File: config.mk
export PLATFORM = sky130hd
export DESIGN_NAME = spi_cmd_slave
export DESIGN_NICKNAME = d
export VERILOG_FILES = /design/src/rtl/spi_cmd_slave.sv
export SDC_FILE = /design/constraint.sdc
export NUM_CORES = 1
export LEC_CHECK = 0
export BUFFER_PORTS_ARGS = -buffer_cell sky130_fd_sc_hd__buf_2
export CAP_MARGIN = 25
export CORE_ASPECT_RATIO = 1.1
export CORE_MARGIN = 3
export CORE_UTILIZATION = 59
export DETAILED_ROUTE_END_ITERATION = 16
export GPL_ROUTABILITY_DRIVEN = 0
export PLACE_DENSITY = 0.83
export SLEW_MARGIN = 20
export SYNTH_ARGS = -nofsm -noshare
export SYNTH_HDL_FRONTEND = slang
export SYNTH_SLANG_ARGS = --single-unit
File: constraint.sdc
create_clock -name clk -period 4.2 [get_ports clk]
set_clock_uncertainty 0.05 [all_clocks]
set_input_delay 0.84 -clock clk [delete_from_list [all_inputs] [get_ports clk]]
set_output_delay 0.84 -clock clk [all_outputs]
set_load 0.005 [all_outputs]
File: src/rtl/spi_cmd_slave.sv
// SPI command slave: receives DATA_W+2-bit frames (2-bit command + payload) and serves reads.
// Define SPI_SLV_PARITY_EN to append and check a trailing odd-parity bit on every receive frame.
module spi_cmd_slave #(
  parameter int unsigned DATA_W     = 8,
  parameter int unsigned TX_TIMEOUT = 0
) (
  input  logic              clk,
  input  logic              rst,
  input  logic              SS_n,
  input  logic              MOSI,
  output logic              MISO,
  output logic [DATA_W+1:0] rx_data,
  output logic              rx_valid,
  input  logic [DATA_W-1:0] tx_data,
  input  logic              tx_valid,
  output logic              frame_err
);

  localparam int unsigned F = DATA_W + 2;
`ifdef SPI_SLV_PARITY_EN
  localparam int unsigned NBITS = F + 1;
`else
  localparam int unsigned NBITS = F;
`endif
  localparam int unsigned CW = $clog2(NBITS + 1);
  localparam int unsigned TW = (TX_TIMEOUT > 1) ? $clog2(TX_TIMEOUT) : 1;

  localparam logic [2:0] StIdle     = 3'd0;
  localparam logic [2:0] StChkCmd   = 3'd1;
  localparam logic [2:0] StWrite    = 3'd2;
  localparam logic [2:0] StReadAdd  = 3'd3;
  localparam logic [2:0] StReadData = 3'd4;
  localparam logic [2:0] StReadWait = 3'd5;
  localparam logic [2:0] StReadTx   = 3'd6;
  localparam logic [2:0] StDone     = 3'd7;

  logic [2:0]        state_q, state_d;
  logic [CW-1:0]     cnt_q, cnt_d;
  logic [NBITS-1:0]  shift_q, shift_d;
  logic [DATA_W-1:0] tx_q, tx_d;
  logic [TW-1:0]     wait_q, wait_d;
  logic              rd_flag_q, rd_flag_d;
  logic [F-1:0]      rx_data_q, rx_data_d;
  logic              rx_valid_q, rx_valid_d;
  logic              miso_q, miso_d;
  logic              frame_err_q, frame_err_d;
  logic              par_ok;

  always_comb begin
    state_d     = state_q;
    cnt_d       = cnt_q;
    shift_d     = shift_q;
    tx_d        = tx_q;
    wait_d      = wait_q;
    rd_flag_d   = rd_flag_q;
    rx_data_d   = rx_data_q;
    rx_valid_d  = 1'b0;
    miso_d      = 1'b0;
    frame_err_d = 1'b0;
    par_ok      = 1'b1;

    if (SS_n) begin
      // Deselect always wins; leaving anywhere but IDLE/DONE means the frame was cut short.
      state_d = StIdle;
      if (state_q != StIdle && state_q != StDone) frame_err_d = 1'b1;
    end else begin
      case (state_q)
        StIdle: begin
          state_d = StChkCmd;
          cnt_d   = CW'(NBITS);
        end
        StChkCmd, StWrite, StReadAdd, StReadData: begin
          shift_d    = shift_q << 1;
          shift_d[0] = MOSI;
          cnt_d      = cnt_q - CW'(1);
          if (state_q == StChkCmd) begin
            if (!MOSI)          state_d = StWrite;
            else if (rd_flag_q) state_d = StReadData;
            else                state_d = StReadAdd;
          end else if (cnt_q == CW'(1)) begin
`ifdef SPI_SLV_PARITY_EN
            par_ok = ^shift_d;
`endif
            if (par_ok) begin
              rx_data_d  = shift_d[NBITS-1 -: F];
              rx_valid_d = 1'b1;
              state_d    = StDone;
              if (state_q == StReadAdd) rd_flag_d = 1'b1;
              if (state_q == StReadData) begin
                state_d = StReadWait;
                wait_d  = '0;
              end
            end else begin
              frame_err_d = 1'b1;
              state_d     = StDone;
            end
          end
        end
        StReadWait: begin
          if (tx_valid) begin
            tx_d    = tx_data;
            miso_d  = tx_data[DATA_W-1];
            cnt_d   = CW'(DATA_W);
            state_d = StReadTx;
          end else if (TX_TIMEOUT != 0) begin
            if (wait_q == TW'(TX_TIMEOUT - 1)) begin
              frame_err_d = 1'b1;
              rd_flag_d   = 1'b0;
              state_d     = StDone;
            end else begin
              wait_d = wait_q + TW'(1);
            end
          end
        end
        StReadTx: begin
          // cnt_q == 1 is the extra edge after bit 0 that returns MISO to 0.
          tx_d  = tx_q << 1;
          cnt_d = cnt_q - CW'(1);
          if (cnt_q == CW'(1)) begin
            rd_flag_d = 1'b0;
            state_d   = StDone;
          end else begin
            miso_d = tx_d[DATA_W-1];
          end
        end
        default: state_d = StDone;
      endcase
    end
  end

  always_ff @(posedge clk) begin
    if (rst) begin
      state_q     <= StIdle;
      cnt_q       <= '0;
      shift_q     <= '0;
      tx_q        <= '0;
      wait_q      <= '0;
      rd_flag_q   <= 1'b0;
      rx_data_q   <= '0;
      rx_valid_q  <= 1'b0;
      miso_q      <= 1'b0;
      frame_err_q <= 1'b0;
    end else begin
      state_q     <= state_d;
      cnt_q       <= cnt_d;
      shift_q     <= shift_d;
      tx_q        <= tx_d;
      wait_q      <= wait_d;
      rd_flag_q   <= rd_flag_d;
      rx_data_q   <= rx_data_d;
      rx_valid_q  <= rx_valid_d;
      miso_q      <= miso_d;
      frame_err_q <= frame_err_d;
    end
  end

  assign MISO      = miso_q;
  assign rx_data   = rx_data_q;
  assign rx_valid  = rx_valid_q;
  assign frame_err = frame_err_q;

endmodule

**Word level (Yosys, flattened, before mapping)**

Index checks and enable logic that the tools add are counted.

- Bitwise gates (word level): 3
- Multipliers: 0
- Add/sub/neg operators: 1
- Reduce and logical (&&, ||, !) cells: 17
- Equality and inequality tests: 14
- Divide/modulo/power cells: 0
- Shift operators: 0
- $lt $le $gt $ge: 0
- Multiplexer cells: 22

Operators by type and width:

| operator | count |
|---|---|
| two-way mux 3 bit | 6 |
| case mux 7 bit (2 select lines) | 1 |
| case mux 3 bit (4 select lines) | 1 |
| case mux 4 bit (3 select lines) | 1 |
| inequality test 2 bit (second input constant) | 5 |
| equality test 3 bit (second input constant) | 3 |
| AND reduction 3 bit | 3 |
| two-way mux 1 bit | 8 |
| OR reduction 4 bit | 2 |
| two-way mux 7 bit | 1 |
| equality test 3 x 2 -> 1 bit (second input constant) | 2 |
| inequality test 3 bit (second input constant) | 2 |
| AND reduction 6 bit | 1 |
| nonzero test 3 bit | 2 |
| OR reduction 5 bit | 1 |
| equality test 4 x 1 -> 1 bit (second input constant) | 1 |
| two-way mux 4 bit | 1 |
| case mux 1 bit (2 select lines) | 2 |
| AND reduction 4 bit | 1 |
| nonzero test 2 bit | 2 |
| OR reduction 2 bit | 2 |
| subtractor 4 x 1 -> 4 bit (second input constant) | 1 |
| equality test 3 x 1 -> 1 bit (second input constant) | 1 |
| logical NOT 3 bit | 1 |
| 4 further kinds | 6 |

- Bits in latches: 0
- Bits in read-only memories: 0
- Word-level logic and storage cells: 66
- Input port bits: 13
- Memories: 0
- Register bits: 37
- Output and inout port bits: 13
- Bits in writable memories: 0

**Logic depth before layout (Yosys ltp)**

- Depth after elaboration: 5
- Gate-level depth with buffers: 7
- Mapped depth without buffers: 6

**Worst setup path after synthesis**

No wires, ideal clock.

- Path kind: input to register
- Start point: input port SS_n
- End point: register tx_q[2]
- Cell stages on the path: 6
- Data required time: 4064 ps
- Setup time: 86 ps
- Data arrival time: 1880 ps
- Path slack: 2184 ps
- Path buffers: 2
- Path through: clkbuf_1 > nand2b_1 > a21oi_1 > buf_2 > nor2_1 > a211oi_1

- Word-level cells in the longest chain between the ends: 2

RTL lines:

| item | line | RTL |
|---|---|---|
| from (decl) | 9 | `input logic SS_n,` |
| NOT 1 bit (no source line) | n/a |  |
| AND reduction 3 bit (no source line) | n/a |  |
| to (signal assigned) | 147 | `tx_q <= tx_d;` |
| to (decl) | 40 | `logic [DATA_W-1:0] tx_q, tx_d;` |

Every way passes these cells.
A chain may end at the register's enable or synchronous reset.

**Worst setup path after layout**

- Start point: register state_q[2]
- End point: register rx_data_q[0] (netlist: rx_data[0])

- Word-level cells in the longest chain between the ends: 3
- Elaborated cells between the ends (all ways): 7
- Classes of those cells: 4 x eq/ne; 1 x bitwise; 2 x reduce/logical

RTL lines:

| item | line | RTL |
|---|---|---|
| from (decl) | 37 | `logic [2:0] state_q, state_d;` |
| from (signal assigned) | 133 | `state_q <= StIdle;` |
| from (signal assigned) | 144 | `state_q <= state_d;` |
| equality test 3 x 1 -> 1 bit, or another cell as far along | 67, 76 |  |
| OR reduction 4 bit / NOT 1 bit (equally long branches) | n/a |  |
| AND reduction 4 bit (no source line) (*) | n/a |  |
| to (signal assigned) | 150 | `rx_data_q <= rx_data_d;` |
| to (decl) | 43 | `logic [F-1:0] rx_data_q, rx_data_d;` |

Mark *: on every way between the ends. The rest lies on a longest branch, timed or not.

==> metrics.txt <==
first-pass GRT wire length=between 5 and 6 mm; Max Freq=0.399 GHz; CP max FO=18; initial DRC count=45; Cell variety after synth=38; Worst slew margin=approximately two fifths; num ports=26; Final setup viols=0; Starting Density=between 60% and 70%; Post-CTS Setup Inserts=0; Worst Hold Class=register to register; DRT antenna net count=0; Ys Warns=0; initial antenna violation count=0; # diodes=0; pin count of the biggest net entering global routing=36; Async SR Flop Fraction=0%; run status=finished, final reports clean; WL/cell=about 14 um; Post-synth EDFFs=0; Top FF cell, synth=dfxtp_1; Power Dens Cells=344 nW/um^2; Critical Path RT=between 4 and 5 ns; syn avg cell area=about 9.6 um^2; drt via density=5.78; most common cell after layout, fill and taps aside=dfxtp_1; worst vdd ir=roughly 0.32 mV; Crit Path Category=register to register; Post-Place Setup Slack=around 1.7 ns; die height=slightly above 60 um; Die W=56.6 um; setup TNS=0 ns; Final nets=about 210; Final Instance Area=approximately 1800 um^2; clk slew on worst S/H paths=approximately 0.11 ns; share of the yosys chip area belonging to registers=roughly 45%; Overall Power=~0.63 mW; critical path launch point type=register; vias in the first global route=1,171; HPWL after DPL=2.15 mm; max-cap viol count=0; layout cell share with drive strength beyond 1=about 20%; Root Buffer=clkbuf_4; Worst Max-Slew Pin Slew=approximately 0.93 ns; CTS HTree Levels=2; Slew Viols, Final=0; placed cell area=1760 um^2; Worst Slack Setup Final=roughly 1.7 ns; Fin Hold WS=between 0.4 and 0.5 ns; buffers added on ports=25; Post-Route WL=3.07 mm; Max Root-Sink Buffers=2; synthesis-stage register bit count=37; Syn Std Cell Area=around 1700 um^2; Core Region=~2600 um^2; RSZ-0062 raised after global routing=false; TritonCTS clock tree=yes; CP Capture Type=register; TritonCTS buffer count=5; total gr overflow=0; Die ar.=~3500 um^2; Area Growth Syn to Fin=10.3%; drc violations=0; Skew-Pair Late Insertion Delay=~0.34 ns; Arrival @ worst endpoint=2.66 ns; clock sink count=37; post-synthesis cell count=approximately 170; commonest non-fill, non-tap cells in the layout=dfxtp_1, nor2_1, mux2i_1; Period minus WS final=2.51 ns; P_leak=approximately 0.73 nW; syn_nets=roughly 190; CTS hold repair buffers=0; row count=19; Final Cycle Share=around 60%; first drt pass iteration count=5; Hold Violations, Final=0; # resized after CTS=0; All-Layer GR Usage=approximately a fifth; vias=approximately 1,300
==> kinds of logic (layout without fill, tap and decap cells) <==
family / Yosys count / count (layout) / synth area share (%)
and+or+nand+nor: 57 / 57 / 17.0
DFF: 37 / 37 / 44.5
AOI/OAI and AO/OA: 31 / 31 / 14.7
muxes: 28 / 28 / 16.9
buffers and inverters: 19 / 39 / 5.34
adders and majority gates: 2 / 2 / 1.50
==> through the flow <==
step / util [%] / instances
after detailed placement: 67.8 / 216
after floorplan: - / 174
after CTS: 70.5 / 224
final: 70.8 / 225
after global placement: 67.8 / 216
after global routing: 70.8 / 225
==> synthesized netlist by cell type (all sizes together), types with 2 or more instances <==
master / n / share of area (%)
nor2: 31 / 7.0
clkbuf: 7 / 1.6
mux2i: 28 / 17
nor3: 2 / 0.60
dfxtp: 37 / 45
nor2b: 2 / 0.75
nand2b: 5 / 1.9
or3b: 2 / 1.2
o41ai: 2 / 1.1
inv: 5 / 1.1
nand3b: 3 / 1.4
a21oi: 5 / 1.5
a211oi: 10 / 4.5
buf: 7 / 2.6
nor3b: 2 / 0.90
ha: 2 / 1.5
o21ai: 2 / 0.60
nand2: 5 / 1.1
==> worst paths after layout <==
path,start,to,slack (ns),depth (start not counted)
min reg2reg,tx_q[6],MISO,0.44,2
max reg2reg,state_q[2],rx_data[0],1.69,4
max,state_q[2],rx_data[0],1.69,4
min,tx_q[6],MISO,0.44,2
==> final cells by class <==
cell class / count / area, um^2
multi-input cells: 118 / 833
fillers: 194 / 757
flip-flops and latches: 37 / 741
repair buffers: 26 / 133
clock buffers: 7 / 65.1
well taps: 31 / 38.8
inverters: 5 / 18.8
clock inverters: 1 / 5.00
==> state kept, by name (all words and copies together), names as in the netlist <==
name and count:
rd_flag_q 1, frame_err 1, MISO 1, rx_data 10, cnt_q 4, tx_q 7
shift_q 9, rx_valid 1, state_q 3
==> per-layer routing <==
metal | global-route usage, % | wire length (um)
met3 | 6.92 | 173
met4 | 7.46 | 41
met2 | 31.7 | 1480
met1 | 23.6 | 1380
met5 | 0 | 0
==> power breakdown <==
group,internal (mW),switching (mW),total [mW]
sequential,0.357,0.0102,0.368
clock,0.0970,0.111,0.208
combinational,0.0254,0.0308,0.0562
total,0.480,0.152,0.631
==> critical path, cell delays in order (launching register included) <==
cell and delay [ns]:
dfxtp_1 0.69, or3b_4 0.48, a2111oi_4 0.81, mux2i_1 0.27, nor2_1 0.06
No activity file was read; power rests on OpenSTA's default activity.
